## src/rtl/hazard_pkg.sv

```systemverilog
// Shared types and constants for the pipeline hazard/forwarding controller.
// Shadow entries are sized for the widest register index any instance may use.
package hazard_pkg;

  localparam logic [1:0] FWD_RF  = 2'b00;
  localparam logic [1:0] FWD_WB  = 2'b01;
  localparam logic [1:0] FWD_MEM = 2'b10;

  localparam int HZ_AW_MAX = 8;

  typedef struct packed {
    logic                 valid;
    logic [HZ_AW_MAX-1:0] dst;
    logic [HZ_AW_MAX-1:0] rs;
    logic [HZ_AW_MAX-1:0] rt;
    logic                 regwrite;
    logic                 memread;
  } shadow_t;

  function automatic shadow_t shadow_clear();
    shadow_t e;
    e = {$bits(shadow_t){1'b0}};
    return e;
  endfunction

endpackage

```

## src/rtl/hilo_busy_counter.sv

```systemverilog
// Down-counter tracking how long the HI/LO multiply/divide result stays unavailable.
module hilo_busy_counter
  import hazard_pkg::*;
#(
  parameter int HILO_LAT = 4
) (
  input  logic Clk,
  input  logic Rst,
  input  logic start,
  output logic busy
);

  localparam int CNT_W = $clog2(HILO_LAT + 1);

  logic [CNT_W-1:0] cnt_d;
  logic [CNT_W-1:0] cnt_q;

  always_comb begin
    cnt_d = cnt_q;
    if (start) begin
      cnt_d = CNT_W'(HILO_LAT);
    end else if (cnt_q != {CNT_W{1'b0}}) begin
      cnt_d = cnt_q - CNT_W'(1);
    end else begin
      cnt_d = cnt_q;
    end
  end

  always_ff @(posedge Clk) begin
    if (Rst) begin
      cnt_q <= {CNT_W{1'b0}};
    end else begin
      cnt_q <= cnt_d;
    end
  end

  assign busy = (cnt_q != {CNT_W{1'b0}});

endmodule

```

## src/rtl/pipeline_hazard_unit.sv

```systemverilog
// Hazard and forwarding controller for the 5-stage pipeline: load-use and HI/LO
// stalls, redirect squashes and EX operand forwarding from a shadow of EX/MEM/WB.
module pipeline_hazard_unit
  import hazard_pkg::*;
#(
  parameter int REG_AW   = 5,
  parameter int HILO_LAT = 4
) (
  input  logic              Clk,
  input  logic              Rst,
  input  logic              id_valid,
  input  logic [REG_AW-1:0] id_rs,
  input  logic [REG_AW-1:0] id_rt,
  input  logic              id_uses_rs,
  input  logic              id_uses_rt,
  input  logic [REG_AW-1:0] id_dst,
  input  logic              id_regwrite,
  input  logic              id_memread,
  input  logic              id_hilo_op,
  input  logic              id_hilo_read,
  input  logic              ex_redirect,
  output logic              stall_pc,
  output logic              bubble_ex,
  output logic              flush_dec,
  output logic [1:0]        fwd_a,
  output logic [1:0]        fwd_b,
  output logic              hilo_busy
);

  shadow_t ex_d, ex_q;
  shadow_t mem_d, mem_q;
  shadow_t wb_d, wb_q;

  logic [HZ_AW_MAX-1:0] rs_w;
  logic [HZ_AW_MAX-1:0] rt_w;
  logic [HZ_AW_MAX-1:0] dst_w;
  logic                 load_haz;
  logic                 hilo_haz;
  logic                 stall;
  logic                 issue;
  logic                 hilo_start;
  logic                 cnt_busy;
  logic [1:0]           fwd_a_raw;
  logic [1:0]           fwd_b_raw;

  function automatic logic [HZ_AW_MAX-1:0] widen(input logic [REG_AW-1:0] r);
    logic [HZ_AW_MAX-1:0] w;
    w = {HZ_AW_MAX{1'b0}};
    w[REG_AW-1:0] = r;
    return w;
  endfunction

  // $zero is hard-wired, so a producer targeting it never matches a consumer.
  function automatic logic match(input shadow_t e, input logic [HZ_AW_MAX-1:0] r);
    return e.valid & e.regwrite & (e.dst != {HZ_AW_MAX{1'b0}}) & (e.dst == r);
  endfunction

  function automatic logic [1:0] fwd_sel(input shadow_t m, input shadow_t w,
                                         input logic [HZ_AW_MAX-1:0] r);
    logic [1:0] sel;
    if (match(m, r) && !m.memread) begin
      sel = FWD_MEM;
    end else if (match(w, r)) begin
      sel = FWD_WB;
    end else begin
      sel = FWD_RF;
    end
    return sel;
  endfunction

  always_comb begin
    rs_w  = widen(id_rs);
    rt_w  = widen(id_rt);
    dst_w = widen(id_dst);

    load_haz = id_valid & ex_q.memread &
               ((id_uses_rs & match(ex_q, rs_w)) | (id_uses_rt & match(ex_q, rt_w)));
    hilo_haz = id_valid & cnt_busy & (id_hilo_op | id_hilo_read);
    stall    = (load_haz | hilo_haz) & ~ex_redirect & ~Rst;

    // A redirected DEC instruction is squashed: no EX entry and no HI/LO start.
    issue      = id_valid & ~stall & ~ex_redirect;
    hilo_start = issue & id_hilo_op;

    ex_d = shadow_clear();
    if (issue) begin
      ex_d.valid    = 1'b1;
      ex_d.dst      = dst_w;
      ex_d.rs       = rs_w;
      ex_d.rt       = rt_w;
      ex_d.regwrite = id_regwrite;
      ex_d.memread  = id_memread;
    end else begin
      ex_d = shadow_clear();
    end
    mem_d = ex_q;
    wb_d  = mem_q;

    fwd_a_raw = fwd_sel(mem_q, wb_q, ex_q.rs);
    fwd_b_raw = fwd_sel(mem_q, wb_q, ex_q.rt);
  end

  always_ff @(posedge Clk) begin
    if (Rst) begin
      ex_q  <= shadow_clear();
      mem_q <= shadow_clear();
      wb_q  <= shadow_clear();
    end else begin
      ex_q  <= ex_d;
      mem_q <= mem_d;
      wb_q  <= wb_d;
    end
  end

  hilo_busy_counter #(
    .HILO_LAT (HILO_LAT)
  ) u_hilo_cnt (
    .Clk   (Clk),
    .Rst   (Rst),
    .start (hilo_start),
    .busy  (cnt_busy)
  );

  always_comb begin
    stall_pc  = stall;
    bubble_ex = (stall | ex_redirect) & ~Rst;
    flush_dec = ex_redirect & ~Rst;
    hilo_busy = cnt_busy & ~Rst;
    if (Rst) begin
      fwd_a = FWD_RF;
      fwd_b = FWD_RF;
    end else begin
      fwd_a = fwd_a_raw;
      fwd_b = fwd_b_raw;
    end
  end

  // MEM/WB carry source indices only to keep one entry shape across stages.
  logic unused_shadow_bits;
  assign unused_shadow_bits = ^{mem_q.rs, mem_q.rt, wb_q.rs, wb_q.rt, wb_q.memread};

endmodule

```

## config.mk

```make
export PLATFORM = sky130hd
export DESIGN_NAME = pipeline_hazard_unit
export DESIGN_NICKNAME = d
export VERILOG_FILES = /design/src/rtl/hazard_pkg.sv /design/src/rtl/hilo_busy_counter.sv /design/src/rtl/pipeline_hazard_unit.sv
export SDC_FILE = /design/constraint.sdc
export NUM_CORES = 1
export LEC_CHECK = 0
export ABC_AREA = 0
export BUFFER_PORTS_ARGS = -buffer_cell sky130_fd_sc_hd__buf_2
export CAP_MARGIN = 40
export CELL_PAD_IN_SITES_DETAIL_PLACEMENT = 2
export CELL_PAD_IN_SITES_GLOBAL_PLACEMENT = 2
export CORE_MARGIN = 2
export CORE_UTILIZATION = 35
export DETAILED_ROUTE_END_ITERATION = 10
export PLACE_DENSITY = 0.8
export SYNTH_ARGS = -nofsm -noshare
export SYNTH_HDL_FRONTEND = slang
export SYNTH_HIERARCHICAL = 1
export SYNTH_SLANG_ARGS = --single-unit
```

## constraint.sdc

```tcl
create_clock -name Clk -period 3 [get_ports Clk]
set_input_delay 0.3 -clock Clk [delete_from_list [all_inputs] [get_ports Clk]]
set_output_delay 0.3 -clock Clk [all_outputs]
set_load 0.01 [all_outputs]
```

==> results of run 1 <==
[cells in the final DEF (no fill, tap or decap)]
cell	instances
o2111ai_2	1
clkbuf_1	1
o22ai_2	1
xnor2_1	22
clkbuf_8	5
o31a_1	2
nor4_1	4
a21oi_1	3
a21boi_1	1
nand4_1	6
bufinv_16	1
xor2_1	9
or4_1	2
nor2b_1	17
nor2_1	3
buf_2	32
o211ai_1	1
inv_2	1
inv_1	7
mux2i_1	1
o2111a_1	1
clkinv_2	1
nor3_1	4
ha_1	3
a2111oi_2	1
dfxtp_1	36
and2_1	17
nand3_1	2
nand2_1	3
a21oi_4	1
[kinds of logic after synthesis]
group / after synthesis / synth area share, %
mux: 1 / 0.646
fa+ha+maj: 3 / 2.42
xor+xnor: 31 / 17.5
buf+inv: 11 / 3.15
simple gates: 58 / 22.1
compound gates: 12 / 7.59
flops: 36 / 46.5
[through the flow]
stage | setup WS, ns | cells
finish | 0.682 | 241
global route | 0.562 | 241
CTS | 0.702 | 241
detailed placement | 1.00 | 233
global placement | 1.15 | 233
floorplan | 1.21 | 152
[cell type report]
class / instances / area share [%]
clock inverter: 2 / 1.88
timing repair buffer: 32 / 8.60
tap: 52 / 3.49
clock buffer: 6 / 3.90
multi-input combinational: 105 / 41.8
sequential: 36 / 38.7
inverter: 8 / 1.61
[where the power goes]
| part | switching [mW] | internal, mW | total (mW) |
|---|---|---|---|
| logic | 0.123 | 0.101 | 0.224 |
| clock network | 0.176 | 0.247 | 0.422 |
| registers | 0.0245 | 0.507 | 0.532 |
| total | 0.323 | 0.855 | 1.18 |
[synthesized netlist by cell type (all sizes together)]
library cell / n
clkbuf: 2
mux2i: 1
a2111oi: 1
o2111a: 1
inv: 8
nand2: 3
nor2b: 17
xnor2: 22
xor2: 9
nand3: 2
dfxtp: 36
or4: 2
ha: 3
a21oi: 4
nor2: 3
nor3: 4
o211ai: 1
nand4: 6
buf: 1
and2: 17
a21boi: 1
nor4: 4
o2111ai: 1
o22ai: 1
o31a: 2
[how the worst min path moves through the flow]
stage,start,end,slack [ns],depth (start not counted)
after global placement,mem_q[1]$_SDFF_PP0_,wb_q[1]$_SDFF_PP0_,0.45,1
final,id_dst[1],ex_q[19]$_SDFF_PP0_,0.20,2
after CTS,id_dst[4],ex_q[22]$_SDFF_PP0_,0.20,2
after detailed placement,mem_q[26]$_SDFF_PP0_,wb_q[26]$_SDFF_PP0_,0.46,1
after global routing,id_dst[2],ex_q[20]$_SDFF_PP0_,0.21,2
after floorplan,Rst,u_hilo_cnt/cnt_q[2]$_SDFFE_PP0P_,0.37,1
[flip-flops by register name, summed over array words and instances (netlist names)]
| register | count |
|---|---|
| ex_q | 18 |
| mem_q | 8 |
| wb_q | 7 |
| u_hilo_cnt/cnt_q | 3 |
[metal layers]
layer / GRT usage [%] / routed length, um
met1: 20.9 / 1710
met2: 32.0 / 2230
met3: 4.76 / 140
met4: 11.5 / 141
met5: 0 / 0
==> results list, run 1 <==
* Result of the run: finished, final reports clean
- Measured against its own limit, the worst slew margin works out to around 68%.
* Worst Setup End Kind: output port
- The clock tree synthesis step divided the H-tree into 2 levels.
- The floorplan step defined a core boundary enclosing 4290 um^2.
* Final setup violating endpoints: 0
* CP Capture Point: bubble_ex
- The clock passes through at most 2 buffers.
* Detailed-route via count: about 1200
- Sum of buffers and inverters on the critical path: 3
- The number of gates resized after CTS was 0.
- The worst path uses 77.3% of the clock period.
- The initialized floorplan defines 24 standard-cell rows.
- The first detailed-routing pass took 4 iterations.
- Dividing the detail-routed via count by the number of cells gives 4.91.
- All-Layer GR Usage: 18.8%
- Final hold analysis gives a worst-case slack of about 0.2 ns.
* Area share of the largest cell type after synthesis: a little under half
* Library cell with the largest summed area after synthesis: dfxtp_1
- HPWL after detailed placement: 3060 um
- For this block, the routed nets add up to between 4000 and 5000 um of wire.
- STA classifies the critical path startpoint as a flip-flop.
* Total I/O pin count: 33
- Total power consumption of the routed design: 1.18 mW
- Fin util: a little over two fifths
* CP max stage delay: 0.37 ns
* Crit path max-delay cell type: a21boi_1
- The final count of pins violating max slew is 0.
- Synthesis handed over a netlist of about 150 instances.
- Type of the worst setup path: reg -> out
* Per-cell routed wire length: 17.5 um
- Unrepaired setup endpoints after global routing: false
* Synth warnings: 6
- Entering global routing, the biggest net connects 27 pins.
* Number of buffer cells added on primary ports: 32
- Crit. Startpoint: u_hilo_cnt/cnt_q[0]$_SDFFE_PP0P_
- The cell family contributing the most delay on the critical path is compound AO/OA/AOI/OAI gates.
* Count of different cell masters after synthesis: 27
- The via count of the first global-routing pass is 1356.
- In this run, the number of DRC markers left after iteration 0 of detailed routing was 32.
* Antenna violations before repair: 0
- The final-report hold violation count is 0.
- Maximum resistive drop on vdd: 0.320 mV
- The cell sitting at the root of the clock tree is a clkbuf_8.
* Die Outline Area: between 4000 and 5000 um^2
- Once detail routing completed, the nets flagged for antenna violations numbered 0.
- Worst hold path class: in -> reg
* Critical register-to-register path endpoint: u_hilo_cnt/cnt_q[1]$_SDFFE_PP0P_
- Summing all flip-flop and latch instances after layout gives approximately 720 um^2.
- CTS saw 36 sinks.
- Data on the critical path arrives at its endpoint at 2.02 ns.
* Mean area per synthesized cell: 10.2 um^2
- After detailed placement, the total cell area comes to 1760 um^2.
- Counting flops and latches in the post-synthesis netlist gives 36.
- TritonCTS clock tree: yes
* Clock edge transition at the registers on the reported setup and hold paths: roughly 0.07 ns
* Startpoint of the lowest-slack register-to-register path: u_hilo_cnt/cnt_q[0]$_SDFFE_PP0P_
- FILL cells: 466
- For this run, design rule violations remaining after detail routing come to 0.
- Layout Area Growth over Synthesis: 20.3%
- 0 antenna diodes ended up in the layout.
* Final setup TNS: 0 ns
- Crit path depth: 8
- Effective utilization at floorplan: 36.1%
- Across all register-to-register paths, the minimum setup slack is 0.90 ns.
- From bottom edge to top edge, the die measures 70.5 um.
- Crit-path cells: inv_1 -> ha_1 -> ha_1 -> inv_2 -> o211ai_1 -> a21boi_1 -> a21oi_1 -> buf_2
* Seq/Total Area, Yosys: 46.5%
- Cell area after synthesis: 1550 um^2
- Count of hold-fix buffers inserted at cts: 0
- The post-route netlist has 23.3% of its cells at a drive strength greater than 1.
* Fmax: 0.431 GHz
* Number of cells on the worst reg-to-reg path: 8
- Ranked by total cell area, the synthesized netlist is headed by dfxtp_1 (47%), xnor2_1 (12%), and2_1 (6.9%).
- Summed area of non-filler cells in the final layout: 1860 um^2
- Clock Latency Late Sink: 0.29 ns
* Final global-route overflow total: 0
* Number of nets in the finished design: 216
- The worst path needs 2.32 ns of the cycle, external delays included.
* TritonCTS Buffers: 5
- After clock tree synthesis, the setup repair step added 0 buffers.
* Worst clock skew: 0.00268 ns
* Data required, critical path: 2.70 ns
- The first global-routing pass estimated 7010 um of wire.
- PD cells: between 600 and 700 nW/um^2
* Die extent in x: 70.5 um
- Leakage power summed over all cells: 0.796 nW
- In this run the worst path has a maximum fanout of 4.
- Max-cap violations in this run came to 0.
* Final RePlAce weighted congestion: 0.864
* Area of the multi-input gates: 779 um^2
- At the pin with the least slew margin, the transition time is 0.482 ns.
* Number of nets in the synthesized netlist: 180
* Cell type with the highest occurrence count on the critical path: ha_1
Power figures use the tool's default switching activity.
==> run 2: changes to the inputs <==
CORE_UTILIZATION = 30   (was 35)
PLACE_DENSITY = 0.72   (was 0.8)
clock period = 1.87 ns   (was 3 ns; I/O delays follow)
==> run 2 against run 1 <==
Compared with the run above: largest cell class unchanged; non-clock buffer count increased by 15; first-iteration DRC count down 34%; largest power group unchanged; the run now ends with setup timing left; power grew 75%; combinational power rose to 2.7 times the previous value; highest routed layer unchanged.
==> results list, run 2 (synthesis results as in run 1) <==
- After filler insertion, the fill cell instance count of the layout stands at 547.
* Setup slack, reg-to-reg: -0.05 ns
- Summed over all cells, the static leakage comes to between 0.8 and 0.9 nW.
* Max Transition Viols Final: 0
- The top cell types in the final layout, fill and taps aside, are buf_2 (32), dfxtp_1 (27), xnor2_1 (22).
- Switching Power: 0.585 mW
- Dividing total power by cell area gives a power density of 971 nW/um^2.
- The die is 75.9 um wide.
- Number of antenna repair diodes: 0
- After detailed routing, the average wire length per cell comes to 17.1 um.
- Area of the multi-input gates: around 900 um^2
* Summed area of non-filler cells in the final layout: 2120 um^2
* Final setup TNS: -0.304 ns
- The worst setup path is of the reg -> out kind.
- Worst rel slew slack: 75.5%
- The detail route stage leaves a number of antenna-violating nets equal to 0.
- Post-place instance area: 1810 um^2
- Worst Slack Setup Final: -0.0885 ns
* Fin util: 42.0%
- Layout Area Growth over Synthesis: 36.8%
- The path class of the tightest hold or removal check is in -> reg.
* Critical register-to-register path endpoint: u_hilo_cnt/cnt_q[1]$_SDFFE_PP0P_
- Of the total power, the clock network draws 28.8%.
* Switching Share: 28.4%
- Antenna violations before repair: 0
- Across the run, the number of max-cap violations was 0.
* Largest net degree at the start of global routing: 26
- Top Registers: ex_q x18, mem_q x8, wb_q x7
* Clock Latency Late Sink: 0.28 ns
- Crit-path cells: xnor2_1 -> nand4_1 -> o22ai_2 -> a21boi_2 -> buf_4 -> a21oi_2 -> buf_2
- Of the total power, combinational logic draws 29.5%.
- The first detailed-routing pass ran for 3 iterations.
- Result of the run: finished, violations left
- The worst setup path is launched from a flip-flop.
- The die covers 5750 um^2.
- Hold Fails Final Rpt: 0
- TritonCTS clock tree: yes
- The startpoint identified for the worst hold timing path is id_dst[1].
* Total I/O pin count: 33
- VDD sags by at most 0.593 mV.
* Final period demand of the worst path: 1.96 ns
- In this run, flip-flops and latches consume 41.7% of the power.
* Unrepaired setup endpoints after global routing: true
- Clock edge transition at the registers on the reported setup and hold paths: 0.07 ns
* Post-place setup slack: -0.0702 ns
- Setup violations remaining at the end of the flow were counted as 5.
- The HPWL after detailed placement is about 3300 um.
* Total power consumption of the routed design: a little over 2 mW
- Fmax: between 0.5 and 0.6 GHz
* Min-Delay Path Depth: 2
* Vias in the first global route: 1396
- Sum of buffers and inverters on the critical path: 2
- Post-Layout Cell Count: 273
- The tightest hold path in the finished design has a slack of approximately 0.1 ns.
* Die Ht: 75.9 um
- The first global-routing pass estimated 6880 um of wire.
- Across the routed clock network, the largest skew measured is 0.00651 ns.
* Hold Path End: ex_q[19]$_SDFF_PP0_
- Initial DRC count: 21
- Core Rows: 26
- After detailed placement, the design holds a cell count of 255.
* Longest Clk Path Bufs: 2
- Seq. cell area: 739 um^2
- Crit path max-delay cell type: dfxtp_1
- In this run the critical register-to-register path is launched from ex_q[18]$_SDFF_PP0_.
- TritonCTS Buffers: 5
- The register with the most flip-flops in the layout has 18 of them.
- The final layout contains 231 nets.
- After detailed routing, the number of remaining DRC violations is 0.
- Data required, critical path: between 1.5 and 2 ns
* Effective utilization at floorplan: a little under a third
- The largest single stage delay on the critical path is roughly 0.45 ns.
- Final RePlAce weighted congestion: 0.714
- At the worst endpoint, the arrival time is 1.77 ns.
- H-Tree Level Count: 2
* Worst Setup End Kind: output port
* Fraction of layout cells with a size suffix above 1: between 40 and 50%
- On the critical path the largest part of the delay comes from flip-flops.
- The root buffer cell chosen for the clock tree is clkbuf_8.
* Via-to-Cell Ratio: 4.55
- The library cell used most frequently in the layout, excluding fill and tap cells, is buf_2.
- Along the worst path, the maximum fanout reaches 4.
- In the global route stage, overall resource usage came out at ~17%.
- Detailed-route via count: ~1200
- For the pin with the worst max-slew slack, the measured transition is 0.368 ns.
* Core Area: 5040 um^2
- Internal power of the cells: 1.47 mW
- Wirelength, routed: around 4700 um
- Final clock period utilization by the worst path: 105%
- Violations in the final reports: setup timing
- The clock drives 36 sinks.
* Number of buffer cells added on primary ports: 32
- For this run the aggregate overflow at the end of global routing stands at 0.
- Number of cells on the worst reg-to-reg path: 7
* Largest register by flop count: ex_q
run 2: cell types whose count changed in the layout (fill, tap and decap cells not counted), sizes merged:
cell	before	now
bufinv	1	0
buf	32	47
clkbuf	6	7
clkinv	1	0
run 2: area by class of cell:
type,count,area share (%)
Timing Repair Buffer,47,13.5
Sequential cell,36,34.9
Tap cell,70,4.13
Inverter,8,1.42
Clock buffer,7,4.55
Multi-Input combinational cell,105,41.6
run 2: repair_timing:
item / 4_1_cts / 5_1_grt
setup endpoints to repair: 7 / 9
setup buffers: 8 / 3
endpoints found under the hold margin: 0 / 0
hold buffers: 0 / 0
gates resized for setup: 29 / 3
pin swaps: 7 / 5
run 2: power by group through the flow:
stage	clock network [mW]	registers, mW	logic, mW
after CTS	0.609	0.855	0.525
after detailed placement	0	0.871	0.386
final	0.593	0.859	0.607
after global routing	0.655	0.864	0.665
after floorplan	0	0.857	0.250
after global placement	0	0.863	0.352
run 2: worst max path at each step:
| stage | startpoint | to | slack (ns) | cells after the start |
|---|---|---|---|---|
| floorplan | u_hilo_cnt/cnt_q[0]$_SDFFE_PP0P_ | u_hilo_cnt/cnt_q[1]$_SDFFE_PP0P_ | 0.08 | 8 |
| global placement | u_hilo_cnt/cnt_q[0]$_SDFFE_PP0P_ | u_hilo_cnt/cnt_q[1]$_SDFFE_PP0P_ | 0.10 | 8 |
| detailed placement | u_hilo_cnt/cnt_q[0]$_SDFFE_PP0P_ | u_hilo_cnt/cnt_q[1]$_SDFFE_PP0P_ | -0.07 | 8 |
| CTS | wb_q[20]$_SDFF_PP0_ | fwd_b[0] | -0.1 | 5 |
| global route | ex_q[18]$_SDFF_PP0_ | bubble_ex | -0.21 | 7 |
| finish | ex_q[18]$_SDFF_PP0_ | bubble_ex | -0.09 | 7 |
run 2: layer usage:
metal | up-vias | track usage (%) | routed length, um
li1 | 603 | - | -
met1 | 609 | 17.6 | 1860
met2 | 26 | 31.5 | 2620
met3 | 4 | 5.16 | 126
met4 | 0 | 6.82 | 53
met5 | - | 0 | 0
==> run 3: changes to the inputs <==
CTS_BUF_LIST = sky130_fd_sc_hd__clkbuf_16   (was unset)
RECOVER_POWER = 100   (was unset)
==> run 3 against run 2 <==
Compared with the run above: the run still ends with setup timing left; fmax grew 1.5%; largest power group unchanged; clock power grew 31%; final cell count is the same.
==> results list, run 3 (synthesis results as in run 1) <==
- Largest net degree at the start of global routing: 26
- Setup violations remaining at the end of the flow were counted as 5.
- The critical path contains buffers and inverters numbering 4 combined.
- Fraction of layout cells with a size suffix above 1: between 30% and 40%
* Hold Fails Final Rpt: 0
- Die Outline Area: roughly 5800 um^2
- Detailed-route via count: 1237
- The worst setup path is launched from a flip-flop.
- At the pin with the least slew margin, the transition time is around 0.38 ns.
* Worst rel slew slack: between 70% and 80%
- Core Rows: 26
- The core region is between 5000 and 6000 um^2.
* Result of the run: finished, violations left
- Library cell used as clock root buffer: clkbuf_16
- The first detailed-routing pass took 4 iterations.
- On the worst path, the slowest cell contributes a delay of about 0.34 ns.
* Via-to-Cell Ratio: 4.53
- Final setup TNS: -0.175 ns
* Effective utilization at floorplan: between 30 and 40%
* Number of nets in the finished design: approximately 230
- In the final layout, the multi-input gates occupy roughly 870 um^2.
* Final RePlAce weighted congestion: approximately 0.71
- Most frequent cells in the layout: buf_2 (32), dfxtp_1 (27), xnor2_1 (22)
- Hold repair after CTS inserted 0 buffers.
- On the critical path, the stage with the largest delay is an instance of dfxtp_2.
* Wirelength, routed: around 4500 um
* Crit path arrival time: approximately 1.7 ns
- Maximum resistive drop on vdd: 0.777 mV
* PD cells: 1040 nW/um^2
- The min-delay analysis places its worst path in the category in -> reg.
* Cell family contributing the most delay on the critical path: buffers and inverters
* Maximum Capacitance Violations: 0
- The first global-routing pass estimated 6830 um of wire.
- TritonCTS clock tree: yes
- Per-cell routed wire length: 16.4 um
* Post-place instance area: 1810 um^2
- After clock tree synthesis, the clock-pin slew on the worst setup and hold paths is 0.05 ns.
- In this run the static leakage power is 0.885 nW.
- The layout has 542 filler cells.
* Flip-flop count of the largest register, all copies and words added: 18
- The most numerous cell type found on the critical path is ha_4.
- Clock Latency Late Sink: 0.28 ns
* Final period demand of the worst path: 1.93 ns
- Initial DRC count: 18
- Number of antenna repair diodes: 0
- In the post-route analysis, the smallest setup slack over all paths is -0.0602 ns.
- Pin placement for this block handled 33 I/O pins.
* Total power consumption of the routed design: about 2.2 mW
- Clock skew on the completed layout was measured at 0.00408 ns.
- Global routing finished with a remaining overflow of 0.
- Vias in the first global route: 1377
- Derived from the worst setup path, the maximum achievable clock frequency is 0.518 GHz.
* Violations in the final reports: setup timing
* Layout Area Growth over Synthesis: 37.4%
- Setup repair after global routing could not meet its margin everywhere.
- Crit-path cells: inv_2 -> ha_4 -> ha_4 -> inv_4 -> o211ai_1 -> a21boi_2 -> buf_4 -> a21oi_2 -> buf_2
- Die Ht: approximately 76 um
* H-Tree Level Count: 2
- All-Layer GR Usage: 17.1%
* Top Registers: ex_q x18, mem_q x8, wb_q x7
- Across the whole layout, storage elements account for 739 um^2.
- Antenna violations before repair: 0
- In this run the worst path has a maximum fanout of 2.
- Post-route DRC: 0
- HPWL after detailed placement: 3270 um
- Longest Clk Path Bufs: 2
- Final clock period utilization by the worst path: 103%
* Number of buffer cells added on primary ports: 32
- In this run the horizontal extent of the chip is roughly 76 um.
- Largest register by flop count: ex_q
* Type of the worst setup path: reg -> out
- After routing the design area is about 2100 um^2.
- Before CTS, the worst setup slack after placement is -0.0702 ns.
- CTS saw 36 sinks.
- The worst setup path is captured at an output port.
- Max Transition Viols Final: 0
- Counting the buffers created by CTS gives 5.
- Leaving out fill and tap cells, the most frequent cell in the layout is buf_2.
* Antenna Nets Post-Route: 0
* Data required, critical path: between 1.5 and 2 ns
==> run 3: changes by cell type in the layout (fill, tap and decap cells not counted), moves of 2 or more <==
cell,before,now
clkbuf_8,7,0
clkbuf_16,0,5
buf_4,14,12
clkbuf_1,0,2
clkinv_1,0,2
==> run 3: worst register-to-register path: stages (launching register included) <==
cell	delay (ns)
dfxtp_2	0.34
inv_2	0.05
ha_4	0.16
ha_4	0.17
inv_4	0.05
o211ai_1	0.10
a21boi_2	0.19
buf_4	0.14
o2111a_1	0.26
buf_6	0.13
nor3_1	0.19
==> run 3: routing by layer <==
| metal | vias to the layer above | global-route usage [%] | routed length [um] | share of wire, % |
|---|---|---|---|---|
| met1 | 603 | 18.5 | 1810 | 40 |
| li1 | 606 | - | - | - |
| met4 | 0 | 7.60 | 91 | 2.0 |
| met5 | - | 0 | 0 | 0 |
| met3 | 6 | 4.89 | 126 | 2.8 |
| met2 | 22 | 30.7 | 2440 | 55 |
==> run 3: power by group <==
group	internal (mW)	total, mW	switching, mW
combinational	0.329	0.591	0.261
clock	0.476	0.774	0.298
sequential	0.817	0.858	0.0416
total	1.62	2.22	0.601
==> run 3: repair_timing <==
action	4_1_cts	5_1_grt
resized for setup	29	3
setup endpoints to repair	7	9
gates cloned	0	0
pin swaps	7	6
buffers inserted	10	1
==> run 3: stage by stage <==
stage	instances	hold WS [ns]	utilization, %
global route	273	0.107	42.2
finish	273	0.104	42.2
global placement	255	0.389	35.9
floorplan	152	0.256	-
detailed placement	255	0.392	35.9
CTS	272	0.104	42.0
==> run 3: cell type report <==
class	instances	share of cell area [%]
inverter	8	1.53
sequential	36	34.7
clock inverter	2	0.353
timing repair buffer	47	12.6
multi-input combinational	105	40.7
tap	70	4.12
clock buffer	5	5.88
==> run 3: final timing paths <==
kind	from	to	slack [ns]	cells after the start
max	u_hilo_cnt/cnt_q[1]$_SDFFE_PP0P_	bubble_ex	-0.06	9
min	id_dst[1]	ex_q[19]$_SDFF_PP0_	0.10	2
max reg2reg	u_hilo_cnt/cnt_q[1]$_SDFFE_PP0P_	u_hilo_cnt/cnt_q[0]$_SDFFE_PP0P_	0	10
min reg2reg	mem_q[26]$_SDFF_PP0_	wb_q[26]$_SDFF_PP0_	0.46	1
